===== src/rtl/tlc_pkg.sv =====
// Shared definitions for the multi-approach traffic-light controller.
//   tlc_state_t : FSM state codes (3 bits; codes 6 and 7 are unused)
//   SEL_*       : interval select codes used by prog_sel and the interval bank
//   LED_*       : {R,Y,G} lamp encodings for one signal group
package tlc_pkg;

  typedef enum logic [2:0] {
    MAIN_G  = 3'd0,
    MAIN_Y  = 3'd1,
    ALL_RED = 3'd2,
    SIDE_G  = 3'd3,
    SIDE_Y  = 3'd4,
    WALK    = 3'd5
  } tlc_state_t;

  localparam logic [1:0] SEL_BASE = 2'd0;
  localparam logic [1:0] SEL_EXT  = 2'd1;
  localparam logic [1:0] SEL_YEL  = 2'd2;
  localparam logic [1:0] SEL_ARED = 2'd3;

  localparam logic [2:0] LED_RED = 3'b100;
  localparam logic [2:0] LED_YEL = 3'b010;
  localparam logic [2:0] LED_GRN = 3'b001;

endpackage


===== src/rtl/tlc_interval_timer.sv =====
// Down-counting interval timer in timebase ticks.
//   clk, rst   : clock, asynchronous active-high reset (count -> RST_VAL)
//   tick       : timebase strobe; count decrements only on tick
//   load/value : load a new interval (takes priority over tick); 0 loads as 1
//   remaining  : ticks left in the current interval
//   expired    : tick arriving while remaining == 1 (last tick of the interval)
module tlc_interval_timer #(
  parameter int TW = 8,
  parameter logic [TW-1:0] RST_VAL = TW'(12)
) (
  input  logic          clk,
  input  logic          rst,
  input  logic          tick,
  input  logic          load,
  input  logic [TW-1:0] value,
  output logic [TW-1:0] remaining,
  output logic          expired
);

  // The count never rests at 0: a zero interval behaves like one tick.
  always_ff @(posedge clk or posedge rst) begin
    if (rst) begin
      remaining <= (RST_VAL == '0) ? TW'(1) : RST_VAL;
    end else if (load) begin
      remaining <= (value == '0) ? TW'(1) : value;
    end else if (tick && remaining > TW'(1)) begin
      remaining <= remaining - TW'(1);
    end
  end

  assign expired = tick && (remaining == TW'(1));

endmodule


===== src/rtl/tlc_multi_approach_ctrl.sv =====
// Traffic-light controller: one main road plus N_APP side approaches served
// round-robin on demand, with walk phase, all-red clearance, programmable
// intervals and rest-in-main-green.
//   clk, rst           : clock, asynchronous active-high reset
//   tick               : timebase strobe
//   prog/prog_sel/val  : write an interval, then force MAIN_G with 2*BASE
//   sensor             : per-approach vehicle presence
//   walk_req           : walk request (latched until served)
//   main_led/side_led  : {R,Y,G} lamps, approach i at side_led[3i+2:3i]
//   walk, walk_ack     : walk lamp, 1-cycle pulse on WALK entry
//   state_o, remaining : debug state code, ticks left in current interval
module tlc_multi_approach_ctrl
  import tlc_pkg::*;
#(
  parameter int N_APP    = 2,
  parameter int TW       = 8,
  parameter int T_BASE_D = 6,
  parameter int T_EXT_D  = 3,
  parameter int T_YEL_D  = 2,
  parameter int T_ARED_D = 1
) (
  input  logic               clk,
  input  logic               rst,
  input  logic               tick,
  input  logic               prog,
  input  logic [1:0]         prog_sel,
  input  logic [TW-1:0]      prog_val,
  input  logic [N_APP-1:0]   sensor,
  input  logic               walk_req,
  output logic [2:0]         main_led,
  output logic [3*N_APP-1:0] side_led,
  output logic               walk,
  output logic               walk_ack,
  output logic [2:0]         state_o,
  output logic [TW-1:0]      remaining
);

  localparam int AW = (N_APP > 1) ? $clog2(N_APP) : 1;

  // 2*b, saturating at all-ones.
  function automatic logic [TW-1:0] sat2(input logic [TW-1:0] b);
    logic [TW:0] d;
    d = {b, 1'b0};
    return d[TW] ? {TW{1'b1}} : d[TW-1:0];
  endfunction

  // First approach with a vehicle, searching upward from p with wrap.
  // Returns p when nobody is waiting; the caller re-checks the sensor.
  function automatic logic [AW-1:0] rr_pick(input logic [N_APP-1:0] s,
                                            input logic [AW-1:0]    p);
    logic [AW-1:0] r;
    logic          found;
    int            idx;
    r     = p;
    found = 1'b0;
    for (int k = 0; k < N_APP; k++) begin
      idx = (int'(p) + k) % N_APP;
      if (!found && s[AW'(idx)]) begin
        r     = AW'(idx);
        found = 1'b1;
      end
    end
    return r;
  endfunction

  localparam logic [TW-1:0] T_RST = sat2(TW'(T_BASE_D));

  tlc_state_t    state, state_nxt, dst, dst_nxt;
  logic [AW-1:0] cur, cur_nxt, rr_ptr, rr_nxt;
  logic          ext_used, ext_nxt, walk_lat, enter_walk;
  logic [TW-1:0] ival [4];
  logic          ld, expired;
  logic [TW-1:0] ld_val;
  logic [2:0]         main_nxt;
  logic [3*N_APP-1:0] side_nxt;
  logic               walk_nxt;

  tlc_interval_timer #(.TW(TW), .RST_VAL(T_RST)) u_timer (
    .clk       (clk),
    .rst       (rst),
    .tick      (tick),
    .load      (ld),
    .value     (ld_val),
    .remaining (remaining),
    .expired   (expired)
  );

  // Next-state logic. prog overrides any expiry in the same cycle; illegal
  // state codes recover to MAIN_G at once without waiting for expiry.
  always_comb begin
    state_nxt  = state;
    dst_nxt    = dst;
    cur_nxt    = cur;
    rr_nxt     = rr_ptr;
    ext_nxt    = ext_used;
    ld         = 1'b0;
    ld_val     = ival[SEL_BASE];
    enter_walk = 1'b0;
    if (prog) begin
      state_nxt = MAIN_G;
      ld        = 1'b1;
      ld_val    = sat2((prog_sel == SEL_BASE) ? prog_val : ival[SEL_BASE]);
      ext_nxt   = 1'b0;
    end else begin
      case (state)
        MAIN_G: if (expired) begin
          ld = 1'b1;
          if ((|sensor) || walk_lat) begin
            state_nxt = MAIN_Y;
            ld_val    = ival[SEL_YEL];
          end
        end
        MAIN_Y: if (expired) begin
          ld        = 1'b1;
          ld_val    = ival[SEL_ARED];
          state_nxt = ALL_RED;
          dst_nxt   = walk_lat ? WALK : SIDE_G;
          cur_nxt   = rr_pick(sensor, rr_ptr);
        end
        ALL_RED: if (expired) begin
          ld = 1'b1;
          if (dst == WALK) begin
            state_nxt  = WALK;
            ld_val     = ival[SEL_EXT];
            enter_walk = 1'b1;
          end else if (dst == SIDE_G && sensor[cur]) begin
            state_nxt = SIDE_G;
            ext_nxt   = 1'b0;
          end else begin
            state_nxt = MAIN_G;
          end
        end
        SIDE_G: if (expired) begin
          ld = 1'b1;
          if (sensor[cur] && !ext_used) begin
            ld_val  = ival[SEL_EXT];
            ext_nxt = 1'b1;
          end else begin
            state_nxt = SIDE_Y;
            ld_val    = ival[SEL_YEL];
            rr_nxt    = (int'(cur) + 1 >= N_APP) ? '0 : cur + AW'(1);
          end
        end
        SIDE_Y: if (expired) begin
          ld        = 1'b1;
          ld_val    = ival[SEL_ARED];
          state_nxt = ALL_RED;
          dst_nxt   = MAIN_G;
        end
        WALK: if (expired) begin
          ld        = 1'b1;
          ld_val    = ival[SEL_ARED];
          state_nxt = ALL_RED;
          dst_nxt   = (|sensor) ? SIDE_G : MAIN_G;
          cur_nxt   = rr_pick(sensor, rr_ptr);
        end
        default: begin
          state_nxt = MAIN_G;
          ld        = 1'b1;
        end
      endcase
    end
  end

  // Lamp decode from the next state so the registered lamps track the state.
  always_comb begin
    main_nxt = LED_RED;
    side_nxt = {N_APP{LED_RED}};
    walk_nxt = 1'b0;
    case (state_nxt)
      MAIN_G:  main_nxt = LED_GRN;
      MAIN_Y:  main_nxt = LED_YEL;
      SIDE_G:  side_nxt[int'(cur_nxt)*3 +: 3] = LED_GRN;
      SIDE_Y:  side_nxt[int'(cur_nxt)*3 +: 3] = LED_YEL;
      WALK:    walk_nxt = 1'b1;
      default: ;
    endcase
  end

  always_ff @(posedge clk or posedge rst) begin
    if (rst) begin
      state    <= MAIN_G;
      dst      <= MAIN_G;
      cur      <= '0;
      rr_ptr   <= '0;
      ext_used <= 1'b0;
      walk_lat <= 1'b0;
      ival[SEL_BASE] <= TW'(T_BASE_D);
      ival[SEL_EXT]  <= TW'(T_EXT_D);
      ival[SEL_YEL]  <= TW'(T_YEL_D);
      ival[SEL_ARED] <= TW'(T_ARED_D);
      main_led <= LED_GRN;
      side_led <= {N_APP{LED_RED}};
      walk     <= 1'b0;
      walk_ack <= 1'b0;
    end else begin
      state    <= state_nxt;
      dst      <= dst_nxt;
      cur      <= cur_nxt;
      rr_ptr   <= rr_nxt;
      ext_used <= ext_nxt;
      // A new request in the serving cycle survives the clear.
      walk_lat <= walk_req || (walk_lat && !enter_walk);
      if (prog) ival[prog_sel] <= prog_val;
      main_led <= main_nxt;
      side_led <= side_nxt;
      walk     <= walk_nxt;
      walk_ack <= enter_walk;
    end
  end

  assign state_o = state;

endmodule

===== config.mk =====
export PLATFORM = sky130hd
export DESIGN_NAME = tlc_multi_approach_ctrl
export DESIGN_NICKNAME = d
export VERILOG_FILES = /design/src/rtl/tlc_pkg.sv /design/src/rtl/tlc_interval_timer.sv /design/src/rtl/tlc_multi_approach_ctrl.sv
export SDC_FILE = /design/constraint.sdc
export NUM_CORES = 1
export LEC_CHECK = 0
export ABC_AREA = 1
export CORE_MARGIN = 3
export CORE_UTILIZATION = 30
export CTS_BUF_LIST = sky130_fd_sc_hd__clkbuf_16
export CTS_CLUSTER_DIAMETER = 60
export DETAILED_ROUTE_END_ITERATION = 8
export GPL_TIMING_DRIVEN = 1
export MAX_ROUTING_LAYER = met4
export PLACE_DENSITY = 0.55
export SLEW_MARGIN = 20
export SYNTH_ARGS = -nofsm -noshare
export SYNTH_HDL_FRONTEND = slang
export SYNTH_HIERARCHICAL = 1
export SYNTH_SLANG_ARGS = --single-unit
export TNS_END_PERCENT = 50

===== constraint.sdc =====
create_clock -name clk -period 2.6 [get_ports clk]
set_input_delay 0.52 -clock clk [delete_from_list [all_inputs] [get_ports clk]]
set_output_delay 0.52 -clock clk [all_outputs]
set_load 0.01 [all_outputs]

# Word level (Yosys, flattened, before mapping)

Index checks and enable logic that the tools add are counted.

Bits in registers: 61
Input bits: 17
Output and inout bits: 22

Add/subtract/negate cells: 5
$mul: 1
Magnitude comparators: 7
Equality and inequality tests: 20
Shifts and indexed selects: 3
Muxes and demuxes: 69
Bitwise operators: 8
Reductions and logical operators: 27

Operators with widths:

| operator                                                       | number |
|---|---|
| 2-to-1 mux 8 bit                                               | 14 |
| indexed part select 3 x 33 -> 6 bit (first input constant)     | 2 |
| 2-to-1 mux 3 bit                                               | 12 |
| negation 3 -> 33 bit                                           | 1 |
| variable shift 3 x 33 -> 6 bit (first input constant)          | 1 |
| bitwise mux 32 bit                                             | 1 |
| 2-to-1 mux 1 bit                                               | 32 |
| case mux 8 bit (4 select lines)                                | 1 |
| demux 8 bit (select 2 bit)                                     | 1 |
| equality test 3 bit (second input constant)                    | 5 |
| != test 3 bit (second input constant)                          | 5 |
| equality test 3 x 2 -> 1 bit (second input constant)           | 4 |
| case mux 3 bit (4 select lines)                                | 1 |
| case mux 6 bit (2 select lines)                                | 1 |
| case mux 3 bit (3 select lines)                                | 1 |
| bitwise AND 4 bit                                              | 2 |
| equality test 8 x 1 -> 1 bit (second input constant)           | 1 |
| greater-than comparator 8 x 1 -> 1 bit (second input constant) | 1 |
| logical AND 1 bit                                              | 8 |
| zero test 8 bit                                                | 1 |
| subtractor 8 x 1 -> 8 bit (second input constant)              | 1 |
| equality test 3 x 1 -> 1 bit (second input constant)           | 2 |
| zero test 3 bit                                                | 2 |
| < comparator 1 x 3 -> 1 bit (second input constant)            | 2 |
| other kinds (26)                                               | 38 |

# Logic depth before layout (Yosys ltp)

Gate-level depths: netlist of the first run.

Depth in word-level cells: 19
Depth in mapped cells: 17

# Cells and area by module

The synthesis of the first run kept the hierarchy.

Modules (own cells, without submodules):

| module                  | times used | cells each | area each (um^2) | seq. area each (um^2) |
|---|---|---|---|---|
| tlc_multi_approach_ctrl | 1          | 368        | 2837.7           | 1337.5 |
| tlc_interval_timer      | 1          | 98         | 655.6            | 202.7 |

# Least setup slack after synthesis of the first run

OpenSTA, ideal clock, no wires.

Path kind: flip-flop to flip-flop
From: register u_timer.remaining[1]
To: register u_timer.remaining[0]
Setup time: 0.066 ns
Arrival: 2.314 ns
Slack: 0.220 ns
Stages on the path, launching flop included: 16
Clock period less this slack: 2.380 ns
Path through: dfrtp_1 -> inv_1 -> ha_1 -> nand2_1 -> nor3_1 -> inv_1 -> buf_2 -> a21oi_1 -> nand3_1 -> a31oi_1 -> nand2_1 -> nor3_1 -> nand3_1 -> nand2_1 -> nand3_1 -> nand2_1

Longest elaborated chain between the ends: 8
Elaborated cells on any way between the ends: 17
Those cells by class: order compare: 1; eq/ne: 1; mux: 11; reduce/logical: 4

Ends and longest elaborated chain:

| what                                       | RTL line                       | RTL |
|---|---|---|
| from (decl)                                | tlc_interval_timer.sv:16       | `output logic [TW-1:0] remaining,` |
| from (signal assigned)                     | tlc_interval_timer.sv:23       | `remaining <= (RST_VAL == '0) ? TW'(1) : RST_VAL;` |
| from (signal assigned)                     | tlc_interval_timer.sv:25       | `remaining <= (value == '0) ? TW'(1) : value;` |
| from (signal assigned)                     | tlc_interval_timer.sv:27       | `remaining <= remaining - TW'(1);` |
| equality test 8 x 1 -> 1 bit (*)           | tlc_interval_timer.sv:31       | `assign expired = tick && (remaining == TW'(1));` |
| logical AND 1 bit (*)                      | tlc_interval_timer.sv:31       |  |
| net expired                                | tlc_multi_approach_ctrl.sv:72  | `logic ld, expired;` |
| 2-to-1 mux 8 bit, on equally long branches | -                              |  |
| case mux 8 bit (4 select lines) (*)        | tlc_multi_approach_ctrl.sv:105 | `case (state)` |
| 2-to-1 mux 8 bit (*)                       | tlc_multi_approach_ctrl.sv:99  | `if (prog) begin` |
| net ld_val[2]                              | tlc_multi_approach_ctrl.sv:73  | `logic [TW-1:0] ld_val;` |
| zero test 8 bit (*)                        | tlc_interval_timer.sv:25       |  |
| 2-to-1 mux 8 bit (*)                       | tlc_interval_timer.sv:25       |  |
| 2-to-1 mux 8 bit (*)                       | tlc_interval_timer.sv:24       | `end else if (load) begin` |

Mark *: on every way through the listed nets, which the timed path passes. The rest lies on a longest branch.
A chain may end at the register's enable or synchronous reset.

# Worst setup path after layout of the first run

From: input port tick
To: register u_timer.remaining[0]

Longest elaborated chain between the ends: 7
Elaborated cells on any way between the ends: 15
Those cells by class: mux: 11; reduce/logical: 4

Ends and longest elaborated chain:

| what                                       | RTL line                       | RTL |
|---|---|---|
| from (decl)                                | tlc_multi_approach_ctrl.sv:24  | `input logic tick,` |
| logical AND 1 bit (*)                      | tlc_interval_timer.sv:31       |  |
| net expired                                | tlc_multi_approach_ctrl.sv:72  |  |
| 2-to-1 mux 8 bit, on equally long branches | -                              |  |
| case mux 8 bit (4 select lines) (*)        | tlc_multi_approach_ctrl.sv:105 |  |
| 2-to-1 mux 8 bit (*)                       | tlc_multi_approach_ctrl.sv:99  |  |
| net ld_val[7]                              | tlc_multi_approach_ctrl.sv:73  |  |
| zero test 8 bit (*)                        | tlc_interval_timer.sv:25       |  |
| 2-to-1 mux 8 bit (*)                       | tlc_interval_timer.sv:25       |  |
| 2-to-1 mux 8 bit (*)                       | tlc_interval_timer.sv:24       |  |

Marks and branches as above.

==> impl_metrics.env, run 1 <==
export IMPL_syn2layout_area_growth_pct=31.20
export IMPL_num_rows=38
export IMPL_synth_cell_area_um2=3493
export IMPL_fillers=1150
export IMPL_clk_latency_ns=0.33
export IMPL_worst_slack_ns=0.2537
export IMPL_cts_buffers=9
export IMPL_wl_um=9348
export IMPL_die_area_um2=12980
export IMPL_design_power_total_mw=3.162
export IMPL_crit_path_end_kind="flip-flop"
export IMPL_register_area_um2=1540
export IMPL_coreArea_um2=11130
export IMPL_drtAntennaViolNets=0
export IMPL_overflow=0
export IMPL_synth_edf_count=0
export IMPL_grt_start_max_net_pins=33
export IMPL_final_common_cell="nand2_1"
export IMPL_ys_ff_latch=61
export IMPL_syn_nets=485
export IMPL_tns_ns=0
export IMPL_synth_main_ff_cell="dfrtp_1"
export IMPL_final_nets=552
export IMPL_critPathMaxFanout=6
export IMPL_start_util_pct=31.40
export IMPL_clk_pin_slew_ns=0.05
export IMPL_max_cap_violations=0
export IMPL_worstSetupStartpointType="primary input"
export IMPL_antennaDiodeCount=0
export IMPL_min_period_ns=2.346
export IMPL_dr_total_vias=3269
export IMPL_syn_area_per_cell_um2=7.496
export IMPL_ir_drop_mv=0.3225
export IMPL_antenna_found_initial=0
export IMPL_tightest_slew_ns=0.5277
export IMPL_vias_per_cell=4.822
export IMPL_finalHoldViolCount=0
export IMPL_postPlaceCellArea_um2=4235
export IMPL_slew_viol_final=0
export IMPL_yosys_warnings=6
export IMPL_timing_fmax_ghz=0.4262
export IMPL_drive_above_1_share_pct=19.52
export IMPL_ios=39
export IMPL_rsz0062_at_grt="true"
export IMPL_hold_buffers=0
export IMPL_drc=0
export IMPL_async_flop_share_pct=100.0
export IMPL_leakage_nw=2.106
export IMPL_grt_usage_pct=15.83
export IMPL_syn_inst=466
export IMPL_p_per_area_nw_per_um2=690.0
export IMPL_drt_initial_drc_count=192
export IMPL_cts_root_buf="clkbuf_16"
export IMPL_pre_cts_ws_ns=-0.1401
export IMPL_io_buffer_count=38
export IMPL_cts_tree="done"
export IMPL_clockBufferDepth=2
export IMPL_worstSetupPathType="in -> reg"
export IMPL_worst_endpoint_arrival_ns=2.61
export IMPL_synth_seq_area_share_pct=44.09
export IMPL_firstDrtPassIters=5
export IMPL_skew_ns=0.006776
export IMPL_period_share_pct=90.24
export IMPL_die_h_um=113.9
export IMPL_grt_pass1_wl_um=16060
export IMPL_cp_data_required_time_ns=2.87
export IMPL_wl_per_cell_um=13.79
export IMPL_setup_viol=0
export IMPL_die_x_um=113.9
export IMPL_htree_num_levels=3
export IMPL_hpwl_um=7241
export IMPL_status="completed"
export IMPL_synth_cell_types=36
export IMPL_grt_pass1_vias=3070
export IMPL_fin_area_um2=4583
export IMPL_final_cell_mix="nand2_1 (121), o21ai_0 (57), dfrtp_1 (50)"
export IMPL_multi_input_area_um2=1715
export IMPL_routabilityCongestion=0.8883
export IMPL_min_path_type="reg -> reg"
export IMPL_cts_sink_count=61
export IMPL_slew_headroom_pct=64.73
power breakdown:
part | leakage, nW | total, mW | internal, mW | switching [mW]
sequential | 0.752 | 1.22 | 1.09 | 0.128
combinational | 1.20 | 0.699 | 0.301 | 0.397
clock | 0.153 | 1.24 | 0.824 | 0.420
critical path, stage by stage:
cell and delay, ns:
clkdlybuf4s50_1 0.48, inv_1 0.07, nor3_2 0.17, buf_4 0.15, buf_12 0.10, nand2_1 0.06, nand2_1 0.09, nand3_1 0.13
o21ai_0 0.18, nand2_1 0.08, nand2_1 0.06, nand2_1 0.11, nor3_2 0.12, nand3_1 0.08, nand2_1 0.07, nand3_1 0.07
nand2_1 0.07
flip-flops by register name, indices dropped and copies added (netlist names), 3 cells and up:
name,count
state_o,3
dst,3
main_led,3
ival,32
side_led,6
u_timer/remaining,8
final timing paths:
check / start / endpoint / slack (ns) / cells past startpoint
worst max-delay path: tick / u_timer/remaining[0] / 0.25 / 17
min in group asynchronous: rst / u_timer/remaining[7] / 0.51 / 2
worst max register to register: u_timer/remaining[4] / u_timer/remaining[0] / 0.29 / 17
worst min-delay path: ival[8] / ival[8] / 0.48 / 2
worst min register to register: ival[8] / ival[8] / 0.48 / 2
max in group asynchronous: rst / ival[0] / 1.41 / 3
synth_stat cells (3+ instances only):
library cell	n	area, um2
nand2_1	121	454.2
o21ai_0	59	295.3
dfrtp_1	50	1251
inv_1	44	165.2
nor2_1	43	161.4
nand3_1	34	170.2
a21oi_1	14	70.07
dfstp_2	11	289.0
inv_2	9	33.78
nor3_1	9	45.04
nand3_2	8	80.08
a31oi_1	7	43.79
o21ai_2	7	61.31
buf_2	6	30.03
nor2_2	6	37.54
clkbuf_1	5	18.77
a211oi_1	4	30.03
o211ai_1	4	30.03
nand2_2	3	18.77
nor2_4	3	33.78
routing by layer:
metal,global-route usage (%),vias up,share of wire (%)
li1,-,1662,-
met1,22.70,1531,50
met2,22.54,67,44
met3,3.873,9,5.2
met4,3.800,0,1.1
met5,-,-,0
per-stage QoR:
| step | hold WS (ns) | cells | util [%] |
|---|---|---|---|
| 5_1_grt | 0.5055 | 678 | 41.19 |
| 3_5_place_dp | 0.4740 | 662 | 38.07 |
| 4_1_cts | 0.4874 | 678 | 40.83 |
| 2_1_floorplan | 0.3342 | 466 | - |
| 3_3_place_gp | 0.4711 | 662 | 38.07 |
| 6_report | 0.4815 | 678 | 41.19 |
timing repair:
action | 4_1_cts | 5_1_grt
buffers inserted | 0 | 0
endpoints found under the setup margin | 0 | 11
gates resized for setup | 0 | 13
hold endpoints to repair | 0 | 0
cell type report:
cell class	instances	area share (%)
multi-input combinational	338	37.43
clock buffer	9	4.914
sequential	61	33.61
tap	140	3.822
timing repair buffer	70	14.09
clock inverter	7	1.802
inverter	53	4.341
cell families after synthesis:
| group | synth area share [%] |
|---|---|
| AO/OA/AOI/OAI | 17.55 |
| buffers and inverters | 7.951 |
| flip-flops | 44.09 |
| adder cells (fa/ha/maj) | 0.7162 |
| AND/OR/NAND/NOR | 29.69 |
(Power assumes the default switching activity.)
==> run 2: changes to the inputs <==
--- a/config.mk
+++ b/config.mk
@@ -17,6 +17,5 @@
 export SLEW_MARGIN = 20
 export SYNTH_ARGS = -nofsm -noshare
 export SYNTH_HDL_FRONTEND = slang
-export SYNTH_HIERARCHICAL = 1
 export SYNTH_SLANG_ARGS = --single-unit
 export TNS_END_PERCENT = 50
==> run 2 against run 1 <==
  * Synthesized cell count grew 16%
  * Flip-flop and latch count is the same
  * Critical path type is now reg -> reg
  * Hold slack gained 0.0078 ns
  * Power shrank 8.5%
  * Sequential power is essentially flat
  * Register-to-register slack gained 0.08 ns
  * Fmax grew 5.3%
  * Sequential share of layout area shrank 1.3 points
  * Via count grew 13%
  * Clock-buffer cell count is the same
  * Non-clock buffer count shrank 11
==> impl_metrics.env, run 2 <==
export IMPL_status="completed"
export IMPL_ir_drop_mv=0.2712
export IMPL_final_common_cell="nand2_1"
export IMPL_worstSetupStartpointType="flip-flop"
export IMPL_cts_sink_count=61
export IMPL_synth_main_ff_cell="dfrtp_1"
export IMPL_grt_pass1_vias=3562
export IMPL_final_cell_mix="nand2_1 (161), inv_1 (64), nor2_1 (54)"
export IMPL_ios=39
export IMPL_coreArea_um2=12160
export IMPL_synth_seq_area_share_pct=40.72
export IMPL_clockBufferDepth=2
export IMPL_min_path_type="reg -> reg"
export IMPL_synth_area_top_cells="dfrtp_1 (33%), nand2_1 (16%), dfstp_2 (7.6%)"
export IMPL_die_area_um2=13990
export IMPL_wl_um=11270
export IMPL_antennaDiodeCount=0
export IMPL_finalHoldViolCount=0
export IMPL_leakage_nw=2.317
export IMPL_ys_ff_latch=61
export IMPL_die_h_um=118.3
export IMPL_setup_viol=0
export IMPL_syn_nets=559
export IMPL_tns_ns=0
export IMPL_synth_xor_area_share_pct=0.6947
export IMPL_min_period_ns=2.229
export IMPL_reg_largest_list="ival: 32 flops, u_timer.remaining: 8 flops, side_led: 6 flops"
export IMPL_synth_simple_area_share_pct=33.54
export IMPL_synth_cell_area_um2=3782
export IMPL_grt_pass1_wl_um=18510
export IMPL_largest_register_ffs=32
export IMPL_dr_total_vias=3694
export IMPL_drt_initial_drc_count=257
export IMPL_max_cap_violations=0
export IMPL_utilization_pct=39.18
export IMPL_synth_common_cells="nand2_1 (161), inv_1 (63), nor2_1 (54), o21ai_0 (51), dfrtp_1 (50)"
export IMPL_critPathMaxFanout=8
export IMPL_num_rows=40
export IMPL_synth_top_area_share_pct=33.08
export IMPL_final_nets=613
export IMPL_routabilityCongestion=1.046
export IMPL_synth_edf_count=0
export IMPL_cts_resized=0
export IMPL_start_util_pct=31.10
export IMPL_period_share_pct=85.71
export IMPL_cts_tree="done"
export IMPL_tightest_slew_ns=0.5340
export IMPL_syn_area_per_cell_um2=7.004
export IMPL_firstDrtPassIters=4
export IMPL_synth_top_family_by_area="simple AND/OR/NAND/NOR gates"
export IMPL_synth_cell_types=38
export IMPL_yosysMostFrequentCell="nand2_1"
export IMPL_syn_inst=540
export IMPL_slew_viol_final=0
export IMPL_skew_ns=0.005626
export IMPL_dp_cells=751
export IMPL_antenna_found_initial=0
export IMPL_crit_path_end_kind="flip-flop"
export IMPL_clk_latency_ns=0.33
export IMPL_synth_compound_area_share_pct=14.82
export IMPL_die_x_um=118.3
export IMPL_top_register="ival"
export IMPL_yosys_warnings=0
export IMPL_synthAdderAreaFrac_pct=0.6616
export IMPL_worst_endpoint_arrival_ns=2.49
export IMPL_slew_headroom_pct=64.30
export IMPL_syn2layout_area_growth_pct=25.97
export IMPL_drc=0
export IMPL_fin_cells=767
export IMPL_wl_per_cell_um=14.69
export IMPL_drive_above_1_share_pct=12.85
export IMPL_cts_root_buf="clkbuf_16"
export IMPL_muxShareOfSynthArea_pct=0.2977
export IMPL_p_per_area_nw_per_um2=607.6
export IMPL_hold_worst_slack_ns=0.4892
export IMPL_hpwl_um=8588
export IMPL_design_power_total_mw=2.895
export IMPL_cp_data_required_time_ns=2.86
export IMPL_worstSetupPathType="reg -> reg"
export IMPL_htree_num_levels=3
export IMPL_rsz0062_at_grt="false"
export IMPL_io_buffer_count=38
export IMPL_hold_buffers=0
export IMPL_vias_per_cell=4.816
export IMPL_grt_start_max_net_pins=62
export IMPL_clk_pin_slew_ns=0.05
export IMPL_post_cts_buffers=0
export IMPL_overflow=0
export IMPL_cts_buffers=9
export IMPL_timing_fmax_ghz=0.4487
export IMPL_async_flop_share_pct=100.0
export IMPL_grt_usage_pct=17.14
export IMPL_drtAntennaViolNets=0
export IMPL_synth_area_leader_cell="dfrtp_1"
## run 2: cell types whose count changed in the layout (fill, tap and decap cells not counted), moves of 8 or more
| cell | change |
|---|---|
| nand2_1 | +40 |
| a21oi_1 | +11 |
| buf_4 | -12 |
| nor2_1 | +12 |
| inv_1 | +21 |
| nand4_1 | +8 |
## run 2: layer usage
layer | up-vias | GRT usage [%] | routed length [um]
met5 | - | - | 0
met4 | 0 | 7.399 | 267
met3 | 21 | 2.775 | 572
met2 | 112 | 25.90 | 5049
met1 | 1712 | 22.80 | 5379
li1 | 1849 | - | -
## run 2: area by class of cell
cell class                 instances  area [um2]
clock inverter                     7       58.81
timing repair buffer              59       575.6
fill                            1273        7397
tap                              168       210.2
sequential                        61        1540
clock buffer                       9       225.2
inverter                          70       262.8
multi-input combinational        393        1892
## run 2: worst max-delay path, cell delays in order, from the launching register on
cell     delay, ns
dfrtp_1       0.39
inv_1         0.10
ha_1          0.23
inv_1         0.05
nor2_1        0.22
nand3_4       0.18
nand2_1       0.12
nand2_1       0.05
nand2_1       0.05
nand2_1       0.05
nor2_1        0.07
nand2_1       0.05
a21oi_1       0.21
nand2_1       0.07
nor2_1        0.09
nand2_1       0.05
nand2_1       0.06
nand2_1       0.05
nand2_1       0.06
## run 2: final timing paths
check	startpoint	endpoint	slack (ns)	cells past startpoint
worst max-delay path	u_timer.remaining[1]	u_timer.remaining[0]	0.37	18
worst min-delay path	ival[14]	ival[14]	0.49	2
worst max register to register	u_timer.remaining[1]	u_timer.remaining[0]	0.37	18
worst min register to register	ival[14]	ival[14]	0.49	2
max in group asynchronous	rst	ival[25]	1.70	3
min in group asynchronous	rst	dst[1]	0.58	3
## run 2: cells by family (layout without fill, tap and decap cells)
kind of cell | count (synthesis) | in the layout
AO/OA/AOI/OAI | 99 | 99
multiplexers | 1 | 1
XOR/XNOR | 3 | 3
flip-flops | 61 | 61
adder cells (fa/ha/maj) | 2 | 2
AND/OR/NAND/NOR | 288 | 288
buffers and inverters | 86 | 145
## run 2: stage by stage
step | setup slack [ns] | area [um2]
6_report | 0.3714 | 4765
5_1_grt | 0.1043 | 4765
4_1_cts | 0.3524 | 4765
3_5_place_dp | 0.08549 | 4481
3_3_place_gp | 0.08759 | 4481
2_1_floorplan | 0.5852 | 3782
## run 2: where the power goes
group	switching (mW)	internal (mW)	leakage, nW
sequential	0.120	1.07	0.741
combinational	0.326	0.235	1.43
clock	0.414	0.726	0.145
total	0.860	2.04	2.32
==> run 3: changes to the inputs <==
--- a/config.mk
+++ b/config.mk
@@ -6,6 +6,7 @@
 export NUM_CORES = 1
 export LEC_CHECK = 0
 export ABC_AREA = 1
+export CORE_ASPECT_RATIO = 1.75
 export CORE_MARGIN = 3
 export CORE_UTILIZATION = 30
 export CTS_BUF_LIST = sky130_fd_sc_hd__clkbuf_16
==> run 3 against run 2 <==
  * Register-to-register slack got worse by 0.11 ns
  * Flip-flop and latch count stayed put
  * Via count increased by 0.79%
  * Cell area hardly changed
  * Largest power group unchanged
  * Highest routed layer unchanged
  * Fmax decreased by 4.7%
  * Final cell count did not move
  * Hold slack lost 0.0030 ns
  * Power rose by 0.35%
  * Global-route usage grew 1.2 points
  * Routed wire length up 7.2%
==> impl_metrics.env, run 3 (synthesis results as in run 2) <==
export IMPL_status="completed"
export IMPL_overflow=0
export IMPL_final_nets=617
export IMPL_cpPeakStageDelay_ns=0.39
export IMPL_cts_buffers=9
export IMPL_coreArea_um2=12200
export IMPL_die_h_um=154.5
export IMPL_cp_slowest_cell="dfrtp_1"
export IMPL_timing_fmax_ghz=0.4274
export IMPL_slew_headroom_pct=63.14
export IMPL_p_seq_share_pct=40.7
export IMPL_rr_worst_depth=13
export IMPL_cts_tree="done"
export IMPL_skew_ns=0.009208
export IMPL_finalHoldViolCount=0
export IMPL_wl_um=12080
export IMPL_grt_pass1_wl_um=19440
export IMPL_hpwl_um=9550
export IMPL_post_cts_buffers=0
export IMPL_drive_above_1_share_pct=13.46
export IMPL_min_path_type="reg -> reg"
export IMPL_wl_per_cell_um=15.75
export IMPL_fin_area_um2=4763
export IMPL_top_register="ival"
export IMPL_fin_cells=767
export IMPL_reg_largest_list="ival: 32 flops, u_timer.remaining: 8 flops, side_led: 6 flops"
export IMPL_r2r_start="u_timer.remaining[1]"
export IMPL_drtAntennaViolNets=0
export IMPL_postPlaceCellArea_um2=4482
export IMPL_min_period_ns=2.340
export IMPL_cp_data_required_time_ns=2.81
export IMPL_dp_cells=752
export IMPL_power_share_clock_pct=39.7
export IMPL_syn2layout_area_growth_pct=25.93
export IMPL_antennaDiodeCount=0
export IMPL_ios=39
export IMPL_dr_total_vias=3723
export IMPL_critPathMaxFanout=6
export IMPL_clk_pin_slew_ns=0.05
export IMPL_io_buffer_count=38
export IMPL_clk_latency_ns=0.34
export IMPL_critPathLaunch="u_timer.remaining[1]"
export IMPL_min_from="ival[22]"
export IMPL_cts_sink_count=61
export IMPL_routabilityCongestion=1.021
export IMPL_p_sw_share_pct=30.02
export IMPL_clockBufferDepth=2
export IMPL_tightest_slew_ns=0.5514
export IMPL_largest_register_ffs=32
export IMPL_grt_usage_pct=18.37
export IMPL_p_per_area_nw_per_um2=609.9
export IMPL_cts_root_buf="clkbuf_16"
export IMPL_grt_start_max_net_pins=44
export IMPL_drt_initial_drc_count=245
export IMPL_rsz0062_at_grt="false"
export IMPL_worstSetupPathType="reg -> reg"
export IMPL_ir_drop_mv=0.3306
export IMPL_slew_viol_final=0
export IMPL_pwr_share_comb_pct=19.6
export IMPL_drc=0
export IMPL_firstDrtPassIters=5
export IMPL_start_util_pct=31.00
export IMPL_max_cap_violations=0
export IMPL_switchingPower_mw=0.8720
export IMPL_period_share_pct=89.98
export IMPL_antenna_found_initial=0
export IMPL_design_power_total_mw=2.905
export IMPL_final_common_cell="nand2_1"
export IMPL_num_rows=53
export IMPL_worstHoldPathCells=2
export IMPL_cts_resized=0
export IMPL_die_area_um2=14040
export IMPL_htree_num_levels=3
export IMPL_utilization_pct=39.04
export IMPL_final_cell_mix="nand2_1 (161), inv_1 (63), nor2_1 (54)"
export IMPL_p_int_mw=2.033
export IMPL_setup_viol=0
export IMPL_leakage_nw=2.331
export IMPL_die_x_um=90.88
export IMPL_crit_path_end_kind="flip-flop"
export IMPL_crit_chain="inv_1 > ha_1 > inv_1 > nor2_1 > nand3_4 > buf_4 > a211oi_1 > o21a_1 > nor2_2 > nor3_1 > inv_1 > nor2_1 > nor2_1"
export IMPL_worst_endpoint_arrival_ns=2.55
export IMPL_grt_pass1_vias=3747
export IMPL_vias_per_cell=4.854
export IMPL_hold_buffers=0
export IMPL_worstSetupStartpointType="flip-flop"
## run 3: cell count changes in the layout (fill, tap and decap cells not counted), sizes merged
cell      change
inv           -1
clkinvlp      -1
buf           +4
clkinv        +1
## run 3: layout make-up
| type | count | area [um2] |
|---|---|---|
| fill | 1327 | 7438 |
| multi-input combinational | 393 | 1892 |
| sequential | 61 | 1540 |
| timing repair buffer | 63 | 580.6 |
| inverter | 70 | 262.8 |
| clock buffer | 9 | 225.2 |
| tap | 165 | 206.4 |
| clock inverter | 6 | 56.30 |
## run 3: final timing paths
kind / end / slack [ns]
worst max-delay path: main_led[2] / 0.26
worst min-delay path: ival[22] / 0.49
worst max register to register: main_led[2] / 0.26
worst min register to register: ival[22] / 0.49
max in group asynchronous: ival[16] / 1.40
min in group asynchronous: u_timer.remaining[1] / 0.54
## run 3: worst max-delay path, delay by kind of cell, from the launching register on
family          cells  cell delay, ns
fa+ha+maj           1            0.22
simple gates        6            0.82
compound gates      2            0.39
buf+inv             4            0.40
flops               1            0.39
## run 3: layer usage
layer	global-route usage, %	share of wire (%)
met5	-	0
met4	12.73	6.1
met3	2.482	3.8
met2	32.25	53
met1	18.75	37
## run 3: power groups by stage
stage	clock network, mW	logic, mW	registers, mW
2_1_floorplan	0	0.355	1.17
3_3_place_gp	0	0.566	1.20
3_5_place_dp	0	0.571	1.20
4_1_cts	1.17	0.575	1.18
5_1_grt	1.20	0.649	1.20
6_report	1.15	0.569	1.18
## run 3: metrics by stage
stage	hold slack, ns	TNS (ns)	setup WS, ns
2_1_floorplan	0.4530	0	0.5852
3_5_place_dp	0.4796	-0.01267	-0.006379
4_1_cts	0.4924	0	0.2504
5_1_grt	0.5240	0	0.02431
6_report	0.4862	0	0.2604
3_3_place_gp	0.4728	0	0.007317
